**config.mk**
```make
export PLATFORM = sky130hd
export DESIGN_NAME = if_stage
export DESIGN_NICKNAME = d
export VERILOG_FILES = /design/src/rtl/if_stage.sv
export SDC_FILE = /design/constraint.sdc
export NUM_CORES = 1
export LEC_CHECK = 0
export CAP_MARGIN = 20
export CORE_ASPECT_RATIO = 1.75
export CORE_UTILIZATION = 30
export DETAILED_ROUTE_END_ITERATION = 8
export PLACE_DENSITY_LB_ADDON = 0.12
export SLEW_MARGIN = 20
export SYNTH_ARGS = -nofsm -noshare
export SYNTH_HDL_FRONTEND = slang
export SYNTH_SLANG_ARGS = --single-unit
```
**constraint.sdc**
```tcl
create_clock -name clk -period 4.7 [get_ports clk]
set_clock_uncertainty 0.15 [all_clocks]
set_input_delay 0.705 -clock clk [delete_from_list [all_inputs] [get_ports clk]]
set_output_delay 0.705 -clock clk [all_outputs]
set_load 0.02 [all_outputs]
```
**src/rtl/if_stage.sv**
```systemverilog
// Instruction-fetch stage: owns the PC, issues one req/ack fetch at a time,
// holds the fetched instruction for decode until it is accepted, and then
// selects the next PC from the sequential, branch, jump or jr target.
module if_stage #(
  parameter logic [31:0] RESET_PC = 32'h0000_3000
) (
  input  logic        clk,
  input  logic        rst,
  output logic        imem_req,
  output logic [31:0] imem_addr,
  input  logic        imem_ack,
  input  logic [31:0] imem_rdata,
  output logic [31:0] instr,
  output logic [31:0] pc,
  output logic [31:0] pc_add4,
  output logic        instr_valid,
  input  logic        accept,
  input  logic [1:0]  npc_sel,
  input  logic        br_cond,
  input  logic [31:0] rdata1,
  output logic        fault
);

  localparam logic [1:0] NPC_SEQ = 2'd0;
  localparam logic [1:0] NPC_BR  = 2'd1;
  localparam logic [1:0] NPC_J   = 2'd2;
  localparam logic [1:0] NPC_JR  = 2'd3;

  typedef enum logic [1:0] {
    ST_IDLE  = 2'd0,
    ST_FETCH = 2'd1,
    ST_HOLD  = 2'd2,
    ST_FAULT = 2'd3
  } state_t;

  state_t      state_reg, state_next;
  logic [31:0] pc_reg, pc_next;
  logic [31:0] pc_add4_reg, pc_add4_next;
  logic [31:0] instr_reg, instr_next;

  logic [31:0] br_offset;
  logic [31:0] target_pc;
  logic        jr_misaligned;

  // Outputs are decoded straight from the state so a reset drops the request
  // in the same instant, without waiting for a clock edge.
  assign imem_req    = (state_reg == ST_FETCH);
  assign instr_valid = (state_reg == ST_HOLD);
  assign fault       = (state_reg == ST_FAULT);
  assign imem_addr   = pc_reg;
  assign pc          = pc_reg;
  assign pc_add4     = pc_add4_reg;
  assign instr       = instr_reg;

  // Next-PC target from the held instruction; all arithmetic wraps at 32 bits.
  always_comb begin
    br_offset     = {{14{instr_reg[15]}}, instr_reg[15:0], 2'b00};
    target_pc     = pc_add4_reg;
    jr_misaligned = 1'b0;
    case (npc_sel)
      NPC_SEQ: target_pc = pc_add4_reg;
      NPC_BR:  target_pc = br_cond ? (pc_add4_reg + br_offset) : pc_add4_reg;
      NPC_J:   target_pc = {pc_add4_reg[31:28], instr_reg[25:0], 2'b00};
      NPC_JR: begin
        target_pc     = rdata1;
        jr_misaligned = (rdata1[1:0] != 2'b00);
      end
      default: target_pc = pc_add4_reg;
    endcase
  end

  // Fetch sequencing: idle after reset, fetch with arbitrary wait states,
  // hold until decode accepts, or park in the fault state on a bad jr.
  always_comb begin
    state_next   = state_reg;
    pc_next      = pc_reg;
    pc_add4_next = pc_add4_reg;
    instr_next   = instr_reg;
    case (state_reg)
      ST_IDLE: begin
        // Any ack seen here belongs to a request killed by reset.
        state_next = ST_FETCH;
      end
      ST_FETCH: begin
        if (imem_ack) begin
          instr_next = imem_rdata;
          state_next = ST_HOLD;
        end
      end
      ST_HOLD: begin
        if (accept) begin
          if (jr_misaligned) begin
            // pc keeps pointing at the offending jr for post-mortem.
            state_next = ST_FAULT;
          end else begin
            pc_next      = target_pc;
            pc_add4_next = target_pc + 32'd4;
            state_next   = ST_FETCH;
          end
        end
      end
      ST_FAULT: begin
        state_next = ST_FAULT;
      end
      default: begin
        state_next = ST_IDLE;
      end
    endcase
  end

  // State and datapath registers with asynchronous reset to the boot PC.
  always_ff @(posedge clk or posedge rst) begin
    if (rst) begin
      state_reg   <= ST_IDLE;
      pc_reg      <= RESET_PC;
      pc_add4_reg <= RESET_PC + 32'd4;
      instr_reg   <= 32'd0;
    end else begin
      state_reg   <= state_next;
      pc_reg      <= pc_next;
      pc_add4_reg <= pc_add4_next;
      instr_reg   <= instr_next;
    end
  end

endmodule

```
=== After elaboration in Yosys (flattened, before gate mapping) ===
Cells that the tools add are included.

* Muxes and demuxes: 7
* Eq/ne operators: 8
* Bitwise gates (word level): 1
* Reductions and logical operators: 6
* Add/sub/neg operators: 2

{| class="wikitable"
|+ Operator list
! cell !! number
|-
| 32-bit one-hot mux with 4 select lines || 1
|-
| 32-bit by 3-bit adder with 32-bit output, second input constant || 1
|-
| 32-bit adder || 1
|-
| 32-bit 2-to-1 mux || 1
|-
| 2-bit == test, second input constant || 4
|-
| 2-bit one-hot mux with 4 select lines || 1
|-
| 2-bit 2-to-1 mux || 3
|-
| 2-bit by 1-bit == test with 1-bit output, second input constant || 2
|-
| 2-bit logical NOT || 2
|-
| 2-bit by 1-bit inequality test with 1-bit output, second input constant || 2
|-
| 2-bit AND reduction || 2
|-
| 3-bit AND reduction || 1
|-
| 2-bit nonzero test || 1
|-
| 1-bit 2-to-1 mux || 1
|-
| 1-bit NOT || 1
|}

* Register bits: 98
* Logic and storage cells: 28
* Input port bits: 71
* Output and inout port bits: 131

=== Depth between registers and ports, before layout ===
* Word-level depth: 5
* Mapped depth: 16
* Gate-level depth less buffers: 13

=== Least setup slack after synthesis ===
No wires, ideal clock.

* Kind: reg-to-reg
* Start: register instr_reg[15] (netlist: instr[15])
* End: register pc_add4_reg[31] (netlist: pc_add4[31])
* Period minus slack after synthesis: 3.878 ns
* Library setup time: 0.082 ns
* Arrival time: 3.646 ns
* Data required time: 4.468 ns
* Buffers on the path: 1
* Stages on the path, launching flop included: 13
* Setup slack: 0.822 ns
* Path through: dfrtp_1 ha_1 buf_6 a2111o_1 a221o_1 a22o_1 o21ai_1 and3b_2 and3_2 and4_4 nand4_4 or4b_1 a31oi_1

* Word-level cells in the longest chain between the ends: 4

{| class="wikitable"
|+ RTL lines
! item !! RTL line !! source
|-
| start: declaration || 39 || <nowiki>logic [31:0] instr_reg, instr_next;</nowiki>
|-
| start signal: assignment || 122 || <nowiki>instr_reg <= instr_next;</nowiki>
|-
| 32-bit adder || 62 || <nowiki>NPC_BR: target_pc = br_cond ? (pc_add4_reg + br_offset) : pc_add4_reg;</nowiki>
|-
| 32-bit 2-to-1 mux || 62 ||
|-
| 32-bit one-hot mux with 4 select lines (*) || 60 || <nowiki>case (npc_sel)</nowiki>
|-
| 32-bit by 3-bit adder with 32-bit output (*) || 97 || <nowiki>pc_add4_next = target_pc + 32'd4;</nowiki>
|-
| end signal: assignment || 116 || <nowiki>pc_add4_reg <= RESET_PC + 32'd4;</nowiki>
|-
| end signal: assignment || 121 || <nowiki>pc_add4_reg <= pc_add4_next;</nowiki>
|-
| end: declaration || 38 || <nowiki>logic [31:0] pc_add4_reg, pc_add4_next;</nowiki>
|}

Every way passes the cells marked *; elsewhere a longest branch is shown, timed or not.
A chain may end at the register's enable or synchronous reset.

=== Worst setup path after layout ===
* Start: register pc_add4_reg[2] (netlist: pc_add4[2])
* End: register pc_add4_reg[31] (netlist: pc_add4[31])

* Word-level cells in the longest chain between the ends: 4

{| class="wikitable"
|+ RTL lines
! item !! RTL line
|-
| 32-bit adder || 62
|-
| 32-bit 2-to-1 mux || 62
|-
| 32-bit one-hot mux with 4 select lines (*) || 60
|-
| 32-bit by 3-bit adder with 32-bit output (*) || 97
|}

Marked as above.

==> results.ini <==
[run_status]
status = finished, final reports clean

[logic_synthesis]
synthDistinctLibCells = 85
synthCells = 902
yosys_warnings = 0
avgSynthCellArea_um2 = 8.38
yosysTopAreaCell = dfrtp_1
synth_fp_nets = 1004
synthTopCellsByArea = dfrtp_1, nand2_1, mux2_2
synthFlopType = dfrtp_1
netlist_area_mm2 = 0.00756
synth_top_area_share_pct = 30.1
async_flop_share_pct = 100
synth-edff-count = 0
ys_seq_elements = 96
synth_seq_area_share_pct = 31.9

[sta]
setup_viol = 0
finalSetupTns_ns = 0
finalHoldViolCount = 0
tightest_slew_ns = 0.873
min_period_ns = 4.42
max_freq_mhz = 226
period_share_pct = 94.1
rsz0062_at_grt = false
setup_ws_ns = 0.279
slew_violations = 0
maxSlewHeadroom_pct = 41.8

[global_routing]
grt_max_degree = 89
grt_pass1_vias = 7020
track_usage_pct = 22.3
grt-ovfl-total = 0
grt_first_pass_wirelength_um = 42300
antenna_found_initial = 0

[power_and_ir_drop]
power_frac_comb_pct = 62.9
p_leak_nw = 4.20
p_switching_mw = 3.02
p_total_mw = 6.39
p_clk_share_pct = 12.8
internal_power_mw = 3.37
irDropWorstVdd_v = 0.000300
power_density_mw_per_mm2 = 638
p_sw_share_pct = 47.2
seqPwrFrac_pct = 24.3

[floorplanning]
core_area_mm2 = 0.0246
dieArea_mm2 = 0.0259
fp.dieW_um = 122
die_h_um = 212
ios = 202
fp-row-count = 76
start_util_pct = 30.7

[critical_path]
arrival_ns = 4.57
critPathMaxFanout = 9
criticalPathCategory = register to register
critPathCaptureType = register
worst_setup_path_start_kind = register
crit_required_ns = 4.85

[detailed_routing]
detail-route-antenna-nets = 0
dr.first_iter.drc_count = 389
viasPerCell = 5.28
wl_um = 27900
remaining_drc_errors = 0
avgRoutedWirePerCell_um = 20.3
dr.pass1.iters = 5
vias = 7268

[cts]
numCtsBuffers = 9
cts.path.max_buffers = 2
path_clk_slew_ns = 0.07
insertion_delay_ns = 0.39
clock_tree.root_cell = clkbuf_16
hold_buffers = 0
cts_tree = done
h-tree-depth = 3
clock_sinks = 96
cts-resized-gates = 0
post_cts_buffers = 0

[placed_design]
gp_congestion = 0.892
port_buffers = 201
placed_area_mm2 = 0.00969
dpl_worst_slack_ns = 0.244
dp_hpwl_um = 21900

[job]
cap_violations = 0

[cells_and_area]
regArea_mm2 = 0.00241
fin_util_pct = 40.7
area_growth_pct = 32.7
nets = 1162
fillers = 2535
multi_input_area_mm2 = 0.00456
drive_gt1_share_pct = 11.3
diodes = 0
stdcell_area_mm2 = 0.0100
largest_reg_flops = 32

[worst_hold_path]
hold_class = register to register

[power groups by stage]
stage                     Clock, mW  Combinational [mW]  Sequential [mW]
after floorplan                   0                2.20             1.85
after CTS                     0.854                4.02             1.57
after detailed placement          0                4.01             1.58
after global placement            0                4.01             1.57
after global routing          0.875                4.35             1.61
final                         0.819                4.02             1.55
[synthesized netlist by cell type, types with 14 or more instances]
cell type  number
mux2_2         36
o21ai_0        61
dfrtp_1        91
mux2i_1        25
nand3_1        29
inv_1          23
a21oi_1        41
ha_1           30
buf_4          42
xor2_1         14
a31oi_1        17
clkbuf_1       22
xnor2_1        20
nor3_1         20
nand2_1       167
buf_2          16
nor2_1         43
[final timing paths]
path	depth (start not counted)	slack, ns	endpoint	from
max in group asynchronous	4	2.93	pc_add4[13]$_DFFE_PP1P_	rst
worst min register to register	2	0.34	pc_add4[13]$_DFFE_PP1P_	pc_add4[13]$_DFFE_PP1P_
min in group asynchronous	2	0.54	asynchronous set/reset pin	rst
worst max register to register	13	0.28	pc_add4[31]$_DFFE_PP0P_	pc_add4[2]$_DFFE_PP1P_
worst min-delay path	2	0.34	pc_add4[13]$_DFFE_PP1P_	pc_add4[13]$_DFFE_PP1P_
worst max-delay path	13	0.28	pc_add4[31]$_DFFE_PP0P_	pc_add4[2]$_DFFE_PP1P_
[layout by cell type, fill, tap and decap left out, types with 22 or more instances in the layout]
cell type,synthesis,final
a21oi_1,41,41
buf_4,42,29
clkdlybuf4s50_1,0,199
dfrtp_1,91,91
ha_1,30,30
inv_1,23,22
mux2_2,36,36
mux2i_1,25,25
nand2_1,167,167
nand3_1,29,29
nor2_1,43,42
o21ai_0,61,61
[worst max-delay path, cell delays in order (launching register included)]
cell and delay, ns:
dfstp_2 0.57, ha_1 0.18, inv_1 0.06, fa_1 0.39
nand2b_1 0.20, a21o_1 0.22, a21oi_1 0.34, mux2_2 0.22
nand3_1 0.10, nor4bb_1 0.44, and4b_1 0.53, nand4_4 0.22
or4b_1 0.54, a31oi_1 0.17
[cell families (layout without fill, tap and decap cells)]
family                     Yosys count  in the layout  share of synthesized area (%)
and+or+nand+nor                    347            347                           22.6
AOI/OAI and AO/OA                  225            225                           19.8
buffers and inverters              108            271                           7.83
DFF                                 96             96                           31.9
muxes                               61             61                           8.68
xor gates and xnor gates            34             34                           3.94
adders and majority gates           31             31                           5.23
[metrics by stage]
stage	cells	hold WS (ns)
4_1_cts	1376	0.339
5_1_grt	1377	0.352
6_report	1377	0.336
3_5_place_dp	1360	0.328
2_1_floorplan	902	0.334
3_3_place_gp	1360	0.320
[layer usage]
metal / vias to the layer above / track usage [%] / part of all wire (%)
met5: - / 0 / 0
met4: 0 / 9.71 / 3.3
met3: 43 / 3.61 / 3.9
met2: 202 / 40.8 / 54
met1: 3490 / 24.9 / 39
li1: 3533 / - / -
[cell type report]
cell class | count | share of cell area (%)
inverter | 23 | 0.886
clock inverter | 7 | 0.936
clock buffer | 9 | 2.25
multi-input combinational | 698 | 45.5
tap | 312 | 3.89
sequential | 96 | 24.0
timing repair buffer | 232 | 22.5
Power figures use the tool's default switching activity.
